==> src/rtl/w_stream_serializer.sv <==
// w_stream_serializer
// Loads a parallel pattern on an accepted start and presents it MSB-first on w,
// holding each bit for DIV clock cycles. step marks the last cycle of each bit
// period (the cycle a consumer should sample w), busy covers the whole
// presentation and done pulses for one cycle after the final bit.
//
// Handshake: start is a level request that is only looked at in IDLE; the edge
// that sees start=1 in IDLE captures pattern and begins the transfer. There is
// no back-pressure -- once accepted, a transfer always runs to completion
// (unless reset), and start/pattern are ignored until the block is IDLE again.
//
// All outputs are registered: every value is computed one edge ahead from the
// next-state decision, so w/step/busy/done are glitch-free flop outputs.
module w_stream_serializer #(
  parameter int WIDTH = 8,
  parameter int DIV   = 1
) (
  input  logic             clk,
  input  logic             reset,
  input  logic             start,
  input  logic [WIDTH-1:0] pattern,
  output logic             w,
  output logic             step,
  output logic             busy,
  output logic             done,
  output logic [1:0]       dbg_state
);

  localparam int BW = $clog2(WIDTH + 1);
  localparam int DW = $clog2(DIV + 1);

  localparam logic [BW-1:0] BIT_LAST   = BW'(WIDTH - 1);
  localparam logic [DW-1:0] DIV_LAST   = DW'(DIV - 1);
  // With DIV=1 every bit period is a single cycle, so the first cycle of a
  // bit is already its step cycle.
  localparam logic          STEP_FIRST = (DIV == 1);

  typedef enum logic [1:0] {
    S_IDLE  = 2'd0,
    S_SHIFT = 2'd1,
    S_DONE  = 2'd2
  } state_t;

  state_t           r_state;
  logic [WIDTH-1:0] r_shreg;
  logic [BW-1:0]    r_bit_cnt;
  logic [DW-1:0]    r_div_cnt;
  logic             r_w;
  logic             r_step;
  logic             r_busy;
  logic             r_done;

  logic [WIDTH-1:0] w_shreg_shl;
  logic [DW-1:0]    w_div_inc;
  logic [BW-1:0]    w_bit_inc;

  // Shifted pattern and counter increments used by the state machine.
  always_comb begin
    w_shreg_shl = r_shreg << 1;
    w_div_inc   = r_div_cnt + 1'b1;
    w_bit_inc   = r_bit_cnt + 1'b1;
  end

  // Transfer state machine with registered outputs.
  always_ff @(posedge clk or posedge reset) begin
    if (reset) begin
      r_state   <= S_IDLE;
      r_shreg   <= '0;
      r_bit_cnt <= '0;
      r_div_cnt <= '0;
      r_w       <= 1'b0;
      r_step    <= 1'b0;
      r_busy    <= 1'b0;
      r_done    <= 1'b0;
    end else begin
      case (r_state)
        S_IDLE: begin
          r_done <= 1'b0;
          if (start) begin
            r_state   <= S_SHIFT;
            r_shreg   <= pattern;
            r_bit_cnt <= '0;
            r_div_cnt <= '0;
            r_w       <= pattern[WIDTH-1];
            r_step    <= STEP_FIRST;
            r_busy    <= 1'b1;
          end else begin
            r_w    <= 1'b0;
            r_step <= 1'b0;
            r_busy <= 1'b0;
          end
        end

        S_SHIFT: begin
          if (r_div_cnt == DIV_LAST) begin
            // End of a bit period: advance to the next bit or finish.
            r_div_cnt <= '0;
            r_shreg   <= w_shreg_shl;
            r_bit_cnt <= w_bit_inc;
            if (r_bit_cnt == BIT_LAST) begin
              r_state <= S_DONE;
              r_w     <= 1'b0;
              r_step  <= 1'b0;
              r_busy  <= 1'b0;
              r_done  <= 1'b1;
            end else begin
              r_w    <= w_shreg_shl[WIDTH-1];
              r_step <= STEP_FIRST;
            end
          end else begin
            // Still inside the bit period: hold w, flag the final cycle.
            r_div_cnt <= w_div_inc;
            r_step    <= (w_div_inc == DIV_LAST);
          end
        end

        S_DONE: begin
          r_state <= S_IDLE;
          r_w     <= 1'b0;
          r_step  <= 1'b0;
          r_busy  <= 1'b0;
          r_done  <= 1'b0;
        end

        default: begin
          // Unused encoding: drop straight back to a clean IDLE.
          r_state   <= S_IDLE;
          r_shreg   <= '0;
          r_bit_cnt <= '0;
          r_div_cnt <= '0;
          r_w       <= 1'b0;
          r_step    <= 1'b0;
          r_busy    <= 1'b0;
          r_done    <= 1'b0;
        end
      endcase
    end
  end

  assign w         = r_w;
  assign step      = r_step;
  assign busy      = r_busy;
  assign done      = r_done;
  assign dbg_state = r_state;

endmodule

==> config.mk <==
export PLATFORM = sky130hd
export DESIGN_NAME = w_stream_serializer
export DESIGN_NICKNAME = d
export VERILOG_FILES = /design/src/rtl/w_stream_serializer.sv
export SDC_FILE = /design/constraint.sdc
export NUM_CORES = 1
export LEC_CHECK = 0
export ABC_CLOCK_PERIOD_IN_PS = 2000
export CORE_MARGIN = 2
export CORE_UTILIZATION = 45
export DETAILED_ROUTE_END_ITERATION = 16
export GPL_ROUTABILITY_DRIVEN = 0
export GPL_TIMING_DRIVEN = 0
export MAX_ROUTING_LAYER = met4
export PLACE_DENSITY = 0.78
export RECOVER_POWER = 100
export SYNTH_ARGS = -nofsm -noshare
export SYNTH_HDL_FRONTEND = slang
export SYNTH_SLANG_ARGS = --single-unit
==> constraint.sdc <==
create_clock -name clk -period 2 [get_ports clk]
set_input_delay 0.5 -clock clk [delete_from_list [all_inputs] [get_ports clk]]
set_output_delay 0.5 -clock clk [all_outputs]
set_load 0.005 [all_outputs]
==> reports/qor.csv <==
metric;value;unit
status;finished, final reports clean;
r2r_start;dbg_state[1];
swShare;34.2;%
grt_pass1_vias;536;
fp.dieH;45.0;um
synth_fp_nets;75;
vias_per_cell;5.36;
drive_gt1_share;8.43;%
final_util;61.4;%
path_clk_slew;0.09;ns
power_frac_clock;15.0;%
startpoint_type;flip-flop;
postCtsSetupBuffers;0;
critical_path.top_delay_family;buffers and inverters;
slowest_delay;0.61;ns
period_share;93.7;%
numPortBuffers;16;
synth_seq_area_share;56.2;%
drv_cap;0;
period_needed;1.87;ns
p_leak;0.456;nW
ys_ff_latch;17;
synth-main-ff-cell;dfrtp_1;
slew_headroom;57.9;%
synth_area;757;sq um
antenna_cells;0;
p_int;791;uW
detail_route.first_pass.iterations;5;
grtUsageTotal;17.0;%
drc_errors;0;
area_delta_synth_final;25.1;%
postSynthCellCount;63;
io_pins;17;
initial_core_util;49.1;%
avgSynthCellArea;12.0;sq um
grt_max_degree;18;
ctsRootBufferMaster;clkbuf_4;
path_buf_inv;1;
p_seq_share;47.3;%
rsz0062_at_grt;no;
irDropWorstVdd;514;uV
htreeDepth;1;
fmax;534;MHz
dpl_worst_slack;0.216;ns
clock-sinks;17;
fillers;130;
synth_edf_count;0;
power_frac_comb;37.7;%
dieArea;2030;sq um
die_x;45.0;um
finalNonFillerCells;99;
crit_type;reg2out;
async_flop_share;100;%
dpl.cell_count;95;
postRouteAntennaNets;0;
finClkSkew;0.00411;ns
wl_per_cell;13.5;um
min_from;busy;
worstPathArrival;1.37;ns
startpoint;dbg_state[0];
core;1540;sq um
end_kind;output port;
gr-total-overflow;0;
cts_hold_buf;0;
holdCritPathClass;reg2reg;
drt-initial-drc-count;4;
powerDensity;1270;nW/um^2
cts_resized;0;
num_rows;14;
hold_violations;0;
layout.nets;96;
antenna_found_initial;0;
timing.hold.ws;0.492;ns
worstSkewPairLatency;0.28;ns
layout_setup_ws;0.126;ns
cp.required;1.50;ns
critPathMaxFanout;8;
setup_viol;0;
slowest_stage;dlygate4sd3_1;
slew_violations;0;
cts_buffer_depth;2;
cts_tree;built;
yosysWarnings;0;
grt_pass1_wl;2.32;mm
route.final.wire_length;1.34;mm
netlist-cell-type-count;22;
vias;531;
worstPathCellList;dlygate4sd3_1;
hpwlAfterDp;963;um
power_switching;410;uW
worstMarginPinSlew;0.631;ns
cts_buffers;3;
fin_tns_setup;0;ns
## power by group through the flow
stage | clock, mW | sequential (mW) | combinational, mW
finish | 0.180 | 0.569 | 0.453
global route | 0.204 | 0.585 | 0.515
CTS | 0.188 | 0.579 | 0.512
detailed placement | 0 | 0.585 | 0.508
global placement | 0 | 0.579 | 0.503
floorplan | 0 | 0.566 | 0.335
## per-stage QoR
stage | area, sq um | total power [mW]
after floorplan | 757 | 0.901
after global placement | 937 | 1.08
after detailed placement | 937 | 1.09
after CTS | 963 | 1.28
after global routing | 947 | 1.30
final | 947 | 1.20
## metal layers
metal	track usage (%)	vias to the layer above	share of wire, %
li1	-	266	-
met1	19.7	257	47
met4	10.6	0	1.1
met5	-	-	0
met2	26.6	6	49
met3	3.60	2	2.8
## path summary, 6_finish.rpt
| kind | end | slack, ns | cells after the start |
|---|---|---|---|
| max in group asynchronous | busy | 0.87 | 2 |
| worst max register to register | r_bit_cnt[0] | 0.59 | 4 |
| min in group asynchronous | r_bit_cnt[0] | 0.72 | 2 |
| worst min register to register | busy | 0.49 | 1 |
| worst min-delay path | busy | 0.49 | 1 |
| worst max-delay path | dbg_state[0] | 0.13 | 1 |
## sequential cells by signal, summed over array words and instances, names as in the netlist
name,count
r_bit_cnt,4
dbg_state,2
done,1
busy,1
w,1
r_shreg,7
step,1
## cells by family (layout without fill, tap and decap cells)
logic type / count (synthesis) / after routing / synth area share [%]
simple gates: 19 / 19 / 15.4
mux: 6 / 6 / 8.59
xor+xnor: 2 / 2 / 2.31
buf+inv: 3 / 23 / 2.64
compound gates: 15 / 15 / 13.2
fa+ha+maj: 1 / 1 / 1.65
flops: 17 / 17 / 56.2
## synth_stat cells, types with 2 or more instances
library cell,number,area share (%)
o22ai_1,3,2.5
o21ai_1,4,2.6
nor2_1,6,3.0
xnor2_1,2,2.3
o2bb2ai_1,2,2.3
a21oi_1,2,1.3
mux2i_1,5,6.6
and3b_1,3,3.5
nand2_1,5,2.5
a22o_1,3,3.5
dfrtp_1,17,56
## area by class of cell
cell class              count  area (sq um)  share of cell area (%)
flip-flops and latches     17           425                    44.9
well taps                  16          20.0                    2.11
clock buffers               4          26.3                    2.77
plain buffers               2          16.3                    1.72
repair buffers             16           160                    16.9
inverters                   1          3.75                   0.396
multi-input cells          43           295                    31.2
## placed cells by master (no fill, tap or decap), types with 3 or more instances in the layout
master           instances
clkdlybuf4s50_1          8
and3b_1                  3
nand2_1                  5
mux2i_1                  5
clkbuf_4                 3
dfrtp_1                 17
dlygate4sd3_1            8
o22ai_1                  3
o21ai_0                  4
nor2_1                   6
a22o_1                   3
Power figures use the tool's default switching activity.
